`src/rtl/pb_gesture_decoder.sv`:
```
// rtl/pb_gesture_decoder.sv - click / double-click / long-press classifier for a debounced push button
// Optional auto-repeat while held long: define PB_GESTURE_AUTO_REPEAT_EN.
module pb_gesture_decoder #(
    parameter int LONG_CYCLES   = 50_000_000,
    parameter int GAP_CYCLES    = 25_000_000,
    parameter int REPEAT_CYCLES = 10_000_000
) (
    input  logic clk,
    input  logic reset,
    input  logic PB_pressed_status,
    input  logic PB_pressed_pulse,
    input  logic PB_released_pulse,
    output logic single_click,
    output logic double_click,
    output logic long_press,
    output logic repeat_pulse,
    output logic busy
);

    localparam int MAX_LG = (LONG_CYCLES > GAP_CYCLES) ? LONG_CYCLES : GAP_CYCLES;
    localparam int MAX_C  = (MAX_LG > REPEAT_CYCLES) ? MAX_LG : REPEAT_CYCLES;
    localparam int TW     = $clog2(MAX_C) + 1;

    // Registered event pulses land one cycle after the decision, so the
    // long/gap decisions are taken one count early.
    localparam logic [TW-1:0] LONG_LIM = TW'(LONG_CYCLES - 2);
    localparam logic [TW-1:0] GAP_LIM  = TW'(GAP_CYCLES - 2);

    typedef enum logic [2:0] {
        IDLE,
        PRESS1,
        WAIT2,
        PRESS2,
        LONG
    } state_t;

    state_t          state;
    state_t          state_next;
    logic [TW-1:0]   timer;
    logic            timer_clr;
    logic            press_ev;
    logic            release_ev;
    logic            single_next;
    logic            double_next;
    logic            long_next;

    // Simultaneous press and release edges cancel out.
    assign press_ev   = PB_pressed_pulse & ~PB_released_pulse;
    assign release_ev = PB_released_pulse & ~PB_pressed_pulse;

`ifdef PB_GESTURE_AUTO_REPEAT_EN
    localparam logic [TW-1:0] REP_LIM = TW'(REPEAT_CYCLES - 1);
    logic repeat_next;
`endif

    always_comb begin
        state_next  = state;
        single_next = 1'b0;
        double_next = 1'b0;
        long_next   = 1'b0;
`ifdef PB_GESTURE_AUTO_REPEAT_EN
        repeat_next = 1'b0;
`endif
        case (state)
            IDLE: begin
                if (press_ev)
                    state_next = PRESS1;
            end
            PRESS1: begin
                if (release_ev)
                    state_next = WAIT2;
                else if (!PB_pressed_status)
                    state_next = IDLE;
                else if (timer == LONG_LIM) begin
                    state_next = LONG;
                    long_next  = 1'b1;
                end
            end
            WAIT2: begin
                if (press_ev)
                    state_next = PRESS2;
                else if (timer == GAP_LIM) begin
                    state_next  = IDLE;
                    single_next = 1'b1;
                end
            end
            PRESS2: begin
                if (release_ev) begin
                    state_next  = IDLE;
                    double_next = 1'b1;
                end else if (!PB_pressed_status)
                    state_next = IDLE;
            end
            LONG: begin
                if (release_ev || !PB_pressed_status)
                    state_next = IDLE;
`ifdef PB_GESTURE_AUTO_REPEAT_EN
                else if (timer == REP_LIM)
                    repeat_next = 1'b1;
`endif
            end
            default: state_next = IDLE;
        endcase
    end

`ifdef PB_GESTURE_AUTO_REPEAT_EN
    assign timer_clr = (state_next != state) | repeat_next;

    always_ff @(posedge clk or negedge reset) begin
        if (!reset)
            repeat_pulse <= 1'b0;
        else
            repeat_pulse <= repeat_next;
    end
`else
    assign timer_clr    = (state_next != state);
    assign repeat_pulse = 1'b0;
`endif

    always_ff @(posedge clk or negedge reset) begin
        if (!reset) begin
            state        <= IDLE;
            timer        <= '0;
            single_click <= 1'b0;
            double_click <= 1'b0;
            long_press   <= 1'b0;
            busy         <= 1'b0;
        end else begin
            state        <= state_next;
            single_click <= single_next;
            double_click <= double_next;
            long_press   <= long_next;
            busy         <= (state_next != IDLE);
            if (timer_clr)
                timer <= '0;
            else if (timer != '1)
                timer <= timer + 1'b1;
        end
    end

endmodule

```
`config.mk`:
```
export PLATFORM = sky130hd
export DESIGN_NAME = pb_gesture_decoder
export DESIGN_NICKNAME = d
export VERILOG_FILES = /design/src/rtl/pb_gesture_decoder.sv
export SDC_FILE = /design/constraint.sdc
export NUM_CORES = 1
export LEC_CHECK = 0
export CORE_MARGIN = 4
export CORE_UTILIZATION = 64
export DETAILED_ROUTE_END_ITERATION = 7
export PLACE_DENSITY = 0.84
export SYNTH_ARGS = -nofsm -noshare
export SYNTH_HDL_FRONTEND = slang
export SYNTH_SLANG_ARGS = --single-unit
```
`constraint.sdc`:
```
create_clock -name clk -period 3.2 [get_ports clk]
set_input_delay 0.64 -clock clk [delete_from_list [all_inputs] [get_ports clk]]
set_output_delay 0.64 -clock clk [all_outputs]
set_load 0.03 [all_outputs]
```
---- Yosys cells after proc, flatten, opt, wreduce, memory -nomap -nowiden ----
Index checks and enable logic that the tools add are counted.
storage, ports and cells
  register bits after elaboration ......... 34
  bits in latches ......................... 0
  memory bits (writable) .................. 0
  memory bits (read-only) ................. 0
  logic and storage cells ................. 45
  memories kept ........................... 0
cells by class
  $add $sub $neg .......................... 1
  $mul .................................... 0
  div/mod/pow operators ................... 0
  order comparisons ....................... 0
  eq/ne operators ......................... 8
  shifts and indexed selects .............. 0
  mux-type cells .......................... 21
  bitwise gates (word level) .............. 4
  reduce and logical (&&, ||, !) cells .... 5
operators with widths
  cell                                              count
  2-to-1 mux 27 bit                                 2
  adder 27 x 1 -> 27 bit (second input constant)    1
  == test 27 x 25 -> 1 bit (second input constant)  1
  == test 27 x 26 -> 1 bit (second input constant)  1
  2-to-1 mux 3 bit                                  9
  inequality test 27 bit (second input constant)    1
  case mux 3 bit (5 select lines)                   1
  2-to-1 mux 1 bit                                  9
  == test 3 x 2 -> 1 bit (second input constant)    2
  == test 3 x 1 -> 1 bit (second input constant)    1
  == test 3 bit (second input constant)             1
  zero test 3 bit                                   1
  inequality test 3 bit                             1
  nonzero test 3 bit                                1
  bitwise AND 1 bit                                 2
  NOT 1 bit                                         2
  nonzero test 2 bit                                1
  zero test 1 bit                                   1
  logical OR 1 bit                                  1

---- Depth between registers and ports, before layout ----
  depth after elaboration ................. 7
  mapped depth ............................ 8
  gate-level depth less buffers ........... 7

---- Worst setup path after synthesis ----
OpenSTA, ideal clock, no wires.
  path type ............................... reg-to-reg
  start ................................... reg timer[16]
  end ..................................... reg timer[23]
  setup time .............................. 130 ps
  arrival time ............................ 1810 ps
  required time ........................... 3070 ps
  path slack .............................. 1260 ps
  stages on the path, launching flop included .. 7
  buffers on the path ..................... 1
  clock period less this slack ............ 1940 ps
  cells stage by stage .................... dfrtp_1 > or4b_4 > nor4_2 > a21oi_1 > o211ai_4 > buf_6 > a21oi_1
on the way
  longest elaborated chain between the ends .. 7
RTL lines
  item                                                     line  RTL
  from (decl)                                              39    logic [TW-1:0] timer;
  from (signal assigned)                                   137   timer <= timer + 1'b1;
  == test 27 x 26 -> 1 bit                                 74    else if (timer == LONG_LIM) begin
  2-to-1 mux 3 bit                                         74
  2-to-1 mux 3 bit                                         72    else if (!PB_pressed_status)
  2-to-1 mux 3 bit                                         70    if (release_ev)
  case mux 3 bit (5 select lines)                          64    case (state)
  inequality test 3 bit                                    116   assign timer_clr = (state_next != state);
  2-to-1 mux 27 bit or nonzero test 2 bit (tied branches)  --
Several ways; a longest one is shown, not always the timed one. The select of a mux whose other input is x is not followed.
A chain may end at the register's enable or synchronous reset.

---- Final worst setup path ----
  start ................................... reg timer[16]
  end ..................................... reg timer[25]
Same word-level chain as after synthesis.

==> results.toml <==
[outcome]
status = "finished clean"

[floorplan]
die_area_mm2 = 0.00427
io_pins = 10
die_w_um = 65.3
die-height_um = 65.3
core.rowCount = 20
initial_core_util_pct = 67.8
core_area_mm2 = 0.00310

[clock_tree]
h-tree-depth = 2
numCtsBuffers = 5
clock-sinks = 34
clockBufferDepth = 2
cts_tree = "done"
cts_resized = 0
insertion_delay_ns = 0.35
cts.clk_slew.worst_paths_ns = 0.11
cts-root-buf = "clkbuf_4"
hold_buffers = 0
postCtsSetupBuffers = 0

[global_routing]
grt_max_degree = 35
antenna_found_initial = 0
grt_pass1_wl_mm = 8.18
grt_pass1_vias = 1794
grt_overflow = 0
grt_usage_pct = 24.7

[logic_synthesis]
synth_cells = 233
ys_top_cells_by_count = "dfrtp_1, nor2_1, nand2_1"
syn-cell-area_mm2 = 0.00210
ys_seq_elements = 34
yosysTopAreaCellShare_pct = 40.5
synthArstFlopShare_pct = 100
yosys_warnings = 0
synth_cell_types = 51
synth_flop_cell = "dfrtp_1"
synth_area_per_cell_um2 = 9.03
yosys.cell_count.top_type = "dfrtp_1"
synth-edff-count = 0
ys_seq_area_share_pct = 40.5
mappedNetlistNets = 240
synthTopCellsByArea = "dfrtp_1, xnor2_1, nor2_1"
yosys.area.top_type = "dfrtp_1"

[timing]
period_minus_slack_ns = 2.52
fin_skew_ns = 0.0185
slew_violations = 0
period_share_pct = 78.8
relSlewSlack_pct = 43.5
fmax_mhz = 396
fin_tns_setup_ns = 0
finalWorstSetupSlack_ns = 0.678
rsz0062_at_grt = "no"
hold_violations = 0
worst_pin_slew_ns = 0.839
setup_viol_count_final = 0
whs_ns = 0.592

[drt]
postRouteAntennaNets = 0
wire_per_inst_um = 16.8
drtIter0Drc = 289
vias = 1880
vias_per_cell = 6.64
dr.pass1.iters = 5
routed_wl_mm = 4.74
drc_errors = 0

[cells_and_area]
ff_latch_area_um2 = 851
fillCellCount = 245
design_area_mm2 = 0.00224
drive_above_1_share_pct = 10.0
utilization_pct = 72.3
final_nets = 245
final_cells = 283
syn_to_final_growth_pct = 6.60
diodes = 0
multi_input_area_mm2 = 0.00115

[placed_design]
hpwl_mm = 3.28
dp_slack_ns = 0.459
gp_congestion = 0.891
place_inst = 275
io_buffers = 8
place_area_mm2 = 0.00218

[critical_path]
reg2reg_depth = 5
critical_path_class = "flop to flop"
endpoint_kind = "flop"
path_max_fanout = 27
cp-start-kind = "flop"
cp.required_ns = 3.43
arrival_ns = 2.76

[worst_hold_path]
min_path_type = "flop to flop"
hold_depth = 1

[pwr]
finalPower_uw = 848
total_leakage_power_nw = 0.848
power_density_mw_per_mm2 = 378
irDropWorstVdd_mv = 0.307

[job]
maxCapViolations = 0
cell families after synthesis:
kind of cell,synth area share [%]
AOI/OAI and AO/OA,13.3
xor gates and xnor gates,5.00
adders and majority gates,1.19
buffers and inverters,4.82
DFF,40.5
other,0.178
and+or+nand+nor,35.1
flip-flops by register name, indices dropped and copies added, names as in the netlist:
| register | cells |
|---|---|
| timer | 27 |
| double_click | 1 |
| long_press | 1 |
| single_click | 1 |
| busy | 1 |
| state | 3 |
per-layer routing:
| layer | vias to the layer above | GRT usage, % | wire (um) |
|---|---|---|---|
| li1 | 871 | - | - |
| met1 | 904 | 29.8 | 2010 |
| met2 | 91 | 41.7 | 2320 |
| met3 | 14 | 7.35 | 330 |
| met4 | 0 | 8.55 | 85 |
| met5 | - | 0 | 0 |
worst paths after layout:
path	from	endpoint	slack (ns)
setup / recovery	timer[16]	timer[25]	0.68
hold / removal	timer[10]	timer[10]	0.59
setup reg to reg	timer[16]	timer[25]	0.68
hold reg to reg	timer[10]	timer[10]	0.59
max in group asynchronous	reset	timer[8]	2.20
min in group asynchronous	reset	single_click	0.69
report_power, final:
| group | internal [mW] | leakage [nW] | switching (mW) |
|---|---|---|---|
| clock network | 0.106 | 0.0353 | 0.143 |
| logic | 0.0472 | 0.344 | 0.0784 |
| registers | 0.449 | 0.468 | 0.0251 |
| total | 0.602 | 0.848 | 0.246 |
placed cells by master, fill, tap and decap left out, types with 5 or more instances in the layout:
master	n
a21oi_1	10
and3_1	6
clkbuf_4	5
clkdlybuf4s50_1	8
dfrtp_1	34
inv_1	6
nand2_1	18
nand3_1	13
nand4_1	12
nor2_1	24
nor3_1	15
nor4_1	8
xnor2_1	12
cell type report:
type | count | share of cell area (%)
Multi-Input combinational cell | 180 | 51.3
Tap cell | 44 | 2.46
Clock inverter | 1 | 0.223
Timing Repair Buffer | 11 | 4.58
Sequential cell | 34 | 37.9
Clock buffer | 7 | 2.46
Inverter | 6 | 1.00
critical path, cell delays in order (launching register included):
cell	delay, ns
dfrtp_1	0.48
or4b_4	0.58
nor4_2	0.29
a21oi_1	0.14
o211ai_4	0.65
o21ba_2	0.25
Note: power is estimated with default switching activity, not from simulation.
==> variant 1, RTL diff (same flow settings) <==
Encoding of `state_t`: now one-hot (5 bits for 5 states).
--- a/src/rtl/pb_gesture_decoder.sv
+++ b/src/rtl/pb_gesture_decoder.sv
@@ -28,8 +28,8 @@
 
-    typedef enum logic [2:0] {
-        IDLE,
-        PRESS1,
-        WAIT2,
-        PRESS2,
-        LONG
+    typedef enum logic [4:0] {
+        IDLE   = 5'b00001,
+        PRESS1 = 5'b00010,
+        WAIT2  = 5'b00100,
+        PRESS2 = 5'b01000,
+        LONG   = 5'b10000
     } state_t;
Formal check against the unedited RTL: same outputs for any inputs over 10 cycles, from zero or initial values and one cycle with reset low; not proved beyond that.
==> variant 1 against the unedited design <==
- setup slack lost 0.19 ns
- sequential cell count up 2
- area after synthesis rose by 20%
- critical path type unchanged
- final area is 17% higher
- routed wire length is 7.7% higher
- synthesized cell count grew 11%
Power is not compared: it rests on default switching activity, and its combinational part moved more than twofold at a synthesized area within 25%.
==> variant 1: results (changes against the unedited design) <==
[placement]
placed_cells = 300  ; was 275
place.gp.congestion = 0.850  ; was 0.891
hpwl_mm = 3.52  ; was 3.28 mm
place_area_sq_um = 2530  ; was 2180 sq um

[global_route]
grtUsageTotal_pct = 22.5  ; was 24.7%
grt_pass1_wl_mm = 8.91  ; was 8.18 mm
grt_pass1_vias = 1809  ; was 1794
grt_max_degree = 37  ; was 35

[layout]
n_fill_cell = 293  ; was 245
final_nets = 266  ; was 245
drive_gt1_share_pct = 18.9  ; was 10.0%
top_regs = timer x27, state x5  ; was timer x27, state x3

[routing]
drt_iter0_drc = 174  ; was 289
wl_met2_mm = 2.40  ; was 2.32 mm
top_layer = met4  ; unchanged
wl_met1_mm = 2.32  ; was 2.01 mm
wl_mm = 5.11  ; was 4.74 mm

[hold_path]
min_path_type = in -> async  ; was reg -> reg

[setup_path]
cpPeakStageDelay_ns = 0.79  ; was 0.65 ns
cp.arrival_ns = 2.90  ; was 2.76 ns

[cts]
cts_max_level = 2  ; unchanged
worstSkewPairLatency_ns = 0.30  ; was 0.35 ns
cts_root_buffer = clkbuf_8  ; was clkbuf_4
postCtsSetupBuffers = 0  ; unchanged
clkTransAtPathRegs_ns = 0.07  ; was 0.11 ns

[outcome]
status = completed  ; unchanged

[synthesis]
syn_inst = 259  ; was 233
yosysSeqAreaShare_pct = 35.6  ; was 40.5%
synth_area_leaders = dfrtp_1 35%, nor3b_2 5.4%, xnor2_1 4.8%  ; was dfrtp_1 40%, xnor2_1 5.0%, nor2_1 4.3%
ys_types = 64  ; was 51
synth_commonest_cells = 35 x dfrtp_1, 28 x nand2_1, 15 x nand3_1  ; was 34 x dfrtp_1, 24 x nor2_1, 18 x nand2_1

[sta]
tightest_slew_ns = 0.983  ; was 0.839 ns
clock_skew_ns = 0.00712  ; was 0.0185 ns

[variant 1: path summary, 6_finish.rpt]
| path | to | slack, ns | cells past startpoint |
|---|---|---|---|
| max reg2reg | timer[1] | 0.49 | 8 |
| max in group asynchronous | state[1] | 2.26 | 1 |
| min in group clk | timer[3] | 0.57 | 3 |
| max | timer[1] | 0.49 | 8 |
| min | state[3] | 0.42 | 1 |
| min reg2reg | timer[3] | 0.57 | 3 |
[variant 1: routing by layer]
layer	GRT usage, %	up-vias
met2	32.9	61
met5	0	-
met3	6.39	9
li1	-	930
met4	8.98	0
met1	31.7	923
[variant 1: final cells by class]
type	count	area share (%)
clock buffer	7	3.66
inverter	7	0.999
multi-input combinational	199	55.3
sequential	36	34.3
tap	48	2.28
timing repair buffer	10	3.43
[variant 1: worst register-to-register path, stage by stage (launching register included)]
cell	delay, ns
dfrtp_1	0.42
inv_1	0.11
ha_1	0.17
nor4b_4	0.25
nand3_1	0.19
nor3_1	0.23
a21oi_1	0.16
o211ai_4	0.79
and4bb_1	0.29
[variant 1: kinds of logic after synthesis]
logic type / share of synthesized area, %
AO/OA/AOI/OAI: 7.36
XOR/XNOR: 8.64
adder cells (fa/ha/maj): 0.987
buffers and inverters: 6.96
flip-flops: 35.6
multiplexers: 0.395
other: 0.148
AND/OR/NAND/NOR: 39.9
[variant 1: where the power goes]
| group | switching (mW) | internal [mW] |
|---|---|---|
| logic | 0.221 | 0.135 |
| clock network | 0.158 | 0.192 |
| registers | 0.0591 | 0.494 |
| total | 0.439 | 0.821 |
[variant 1: through the flow]
| step | hold slack, ns | utilization, % | setup slack [ns] |
|---|---|---|---|
| 3_3_place_gp | 0.558 | 67.7 | 0.388 |
| 4_1_cts | 0.451 | 70.3 | 0.478 |
| 2_1_floorplan | 0.344 | - | 1.20 |
| 6_report | 0.423 | 70.3 | 0.486 |
| 3_5_place_dp | 0.556 | 67.7 | 0.292 |
| 5_1_grt | 0.494 | 70.3 | 0.259 |
==> variant 2, RTL diff (config.mk and constraints unchanged) <==
Made on the original files. Change the parameter `GAP_CYCLES` from 25_000_000 to 6_250_000.
--- a/src/rtl/pb_gesture_decoder.sv
+++ b/src/rtl/pb_gesture_decoder.sv
@@ -4,3 +4,3 @@
     parameter int LONG_CYCLES   = 50_000_000,
-    parameter int GAP_CYCLES    = 25_000_000,
+    parameter int GAP_CYCLES    = 6_250_000,
     parameter int REPEAT_CYCLES = 10_000_000
Function: no difference found for any inputs over 10 cycles, from zero or initial values and one cycle with reset low; that may be too few to reach the edited logic, so the function may still have changed.
==> variant 2 against the unedited design <==
- total power decreased by 3.0%
- combinational power up 3%
- maximum frequency increased by 5.6%
- routed wire length shrank 3.9%
- setup slack better by 0.13 ns
- area after synthesis is 5.4% higher
- final area up 2.7%
- sequential share of layout area is 1.0 points lower
- sequential cell count did not move
- largest cell class unchanged
==> variant 2: results (changes against the unedited design) <==
[synthesis]
ys_types = 54  ; was 51
yosysSeqAreaShare_pct = 38.4  ; was 40.5%
synth_commonest_cells = 34 x dfrtp_1, 22 x nor2_1, 17 x xnor2_1  ; was 34 x dfrtp_1, 24 x nor2_1, 18 x nand2_1
synth_area_leaders = dfrtp_1 38%, xnor2_1 6.7%, nor3_2 4.5%  ; was dfrtp_1 40%, xnor2_1 5.0%, nor2_1 4.3%

[pwr]
p_leak_nw = 0.875  ; was 0.848 nW
switching_power_mw = 0.244  ; was 0.246 mW

[routing]
wl_per_cell_microns = 16.7  ; was 16.8 microns
via_per_inst = 6.40  ; was 6.64
wl_mm = 4.56  ; was 4.74 mm

[sta]
hold_ws_ns = 0.578  ; was 0.592 ns
timing.slew.headroom_pct = 44.4  ; was 43.5%
min_period_ns = 2.39  ; was 2.52 ns

[setup_path]
crit_path_max_fanout = 16  ; was 27
reg2reg_depth = 7  ; was 5
reg2reg_from = timer[0]  ; was timer[16]

[outcome]
status = completed  ; unchanged

[cts]
clkTransAtPathRegs_ns = 0.09  ; was 0.11 ns
worstSkewPairLatency_ns = 0.33  ; was 0.35 ns

[placement]
placed_cells = 266  ; was 275
hpwl_mm = 3.13  ; was 3.28 mm
place.gp.congestion = 0.913  ; was 0.891

[layout]
drive_gt1_share_pct = 16.3  ; was 10.0%

[hold_path]
hold_path_depth = 2  ; was 1
hp-start = timer[26]  ; was timer[10]
min_delay_worst_endpoint = timer[26]  ; was timer[10]

[global_route]
grt_pass1_vias = 1616  ; was 1794

variant 2: critical path: stages (launching register included):
cell and delay, ns:
dfrtp_1 0.43, inv_1 0.10, ha_1 0.15, and4b_4 0.25
nand4_4 0.11, or4_4 0.54, a21oi_4 0.52, nor4_1 0.14
variant 2: kinds of logic after synthesis:
kind of cell | Yosys count | synth area share [%]
and+or+nand+nor | 109 | 31.7
adders and majority gates | 2 | 1.13
AOI/OAI and AO/OA | 41 | 15.5
buffers and inverters | 19 | 5.65
DFF | 34 | 38.4
xor gates and xnor gates | 19 | 7.51
other | 1 | 0.169
variant 2: layer usage:
metal  part of all wire (%)  GRT usage (%)  vias up
met5                      0              0        -
met4                    2.1           9.14        0
met3                    4.9           5.90       17
met2                     46           36.1       59
met1                     47           31.5      832
li1                       -              -      840
variant 2: power groups by stage:
stage | clock [mW] | sequential, mW | combinational [mW]
final | 0.215 | 0.477 | 0.130
after global routing | 0.244 | 0.481 | 0.147
after CTS | 0.225 | 0.477 | 0.131
after detailed placement | 0 | 0.485 | 0.130
after global placement | 0 | 0.484 | 0.128
after floorplan | 0 | 0.485 | 0.0924
variant 2: final cells by class:
cell class / instances / area (sq um)
Clock buffer: 7 / 45.0
Fill cell: 278 / 1030
Inverter: 4 / 15.0
Multi-Input combinational cell: 172 / 1240
Sequential cell: 34 / 851
Tap cell: 46 / 57.6
Timing Repair Buffer: 10 / 95.1
variant 2: worst max-delay path by stage:
stage	start	endpoint	cells after the start
after floorplan	timer[0]	timer[14]	8
after global placement	PB_released_pulse	timer[2]	6
after detailed placement	PB_released_pulse	timer[2]	6
after CTS	timer[0]	timer[2]	7
after global routing	timer[1]	timer[9]	6
final	timer[0]	timer[2]	7
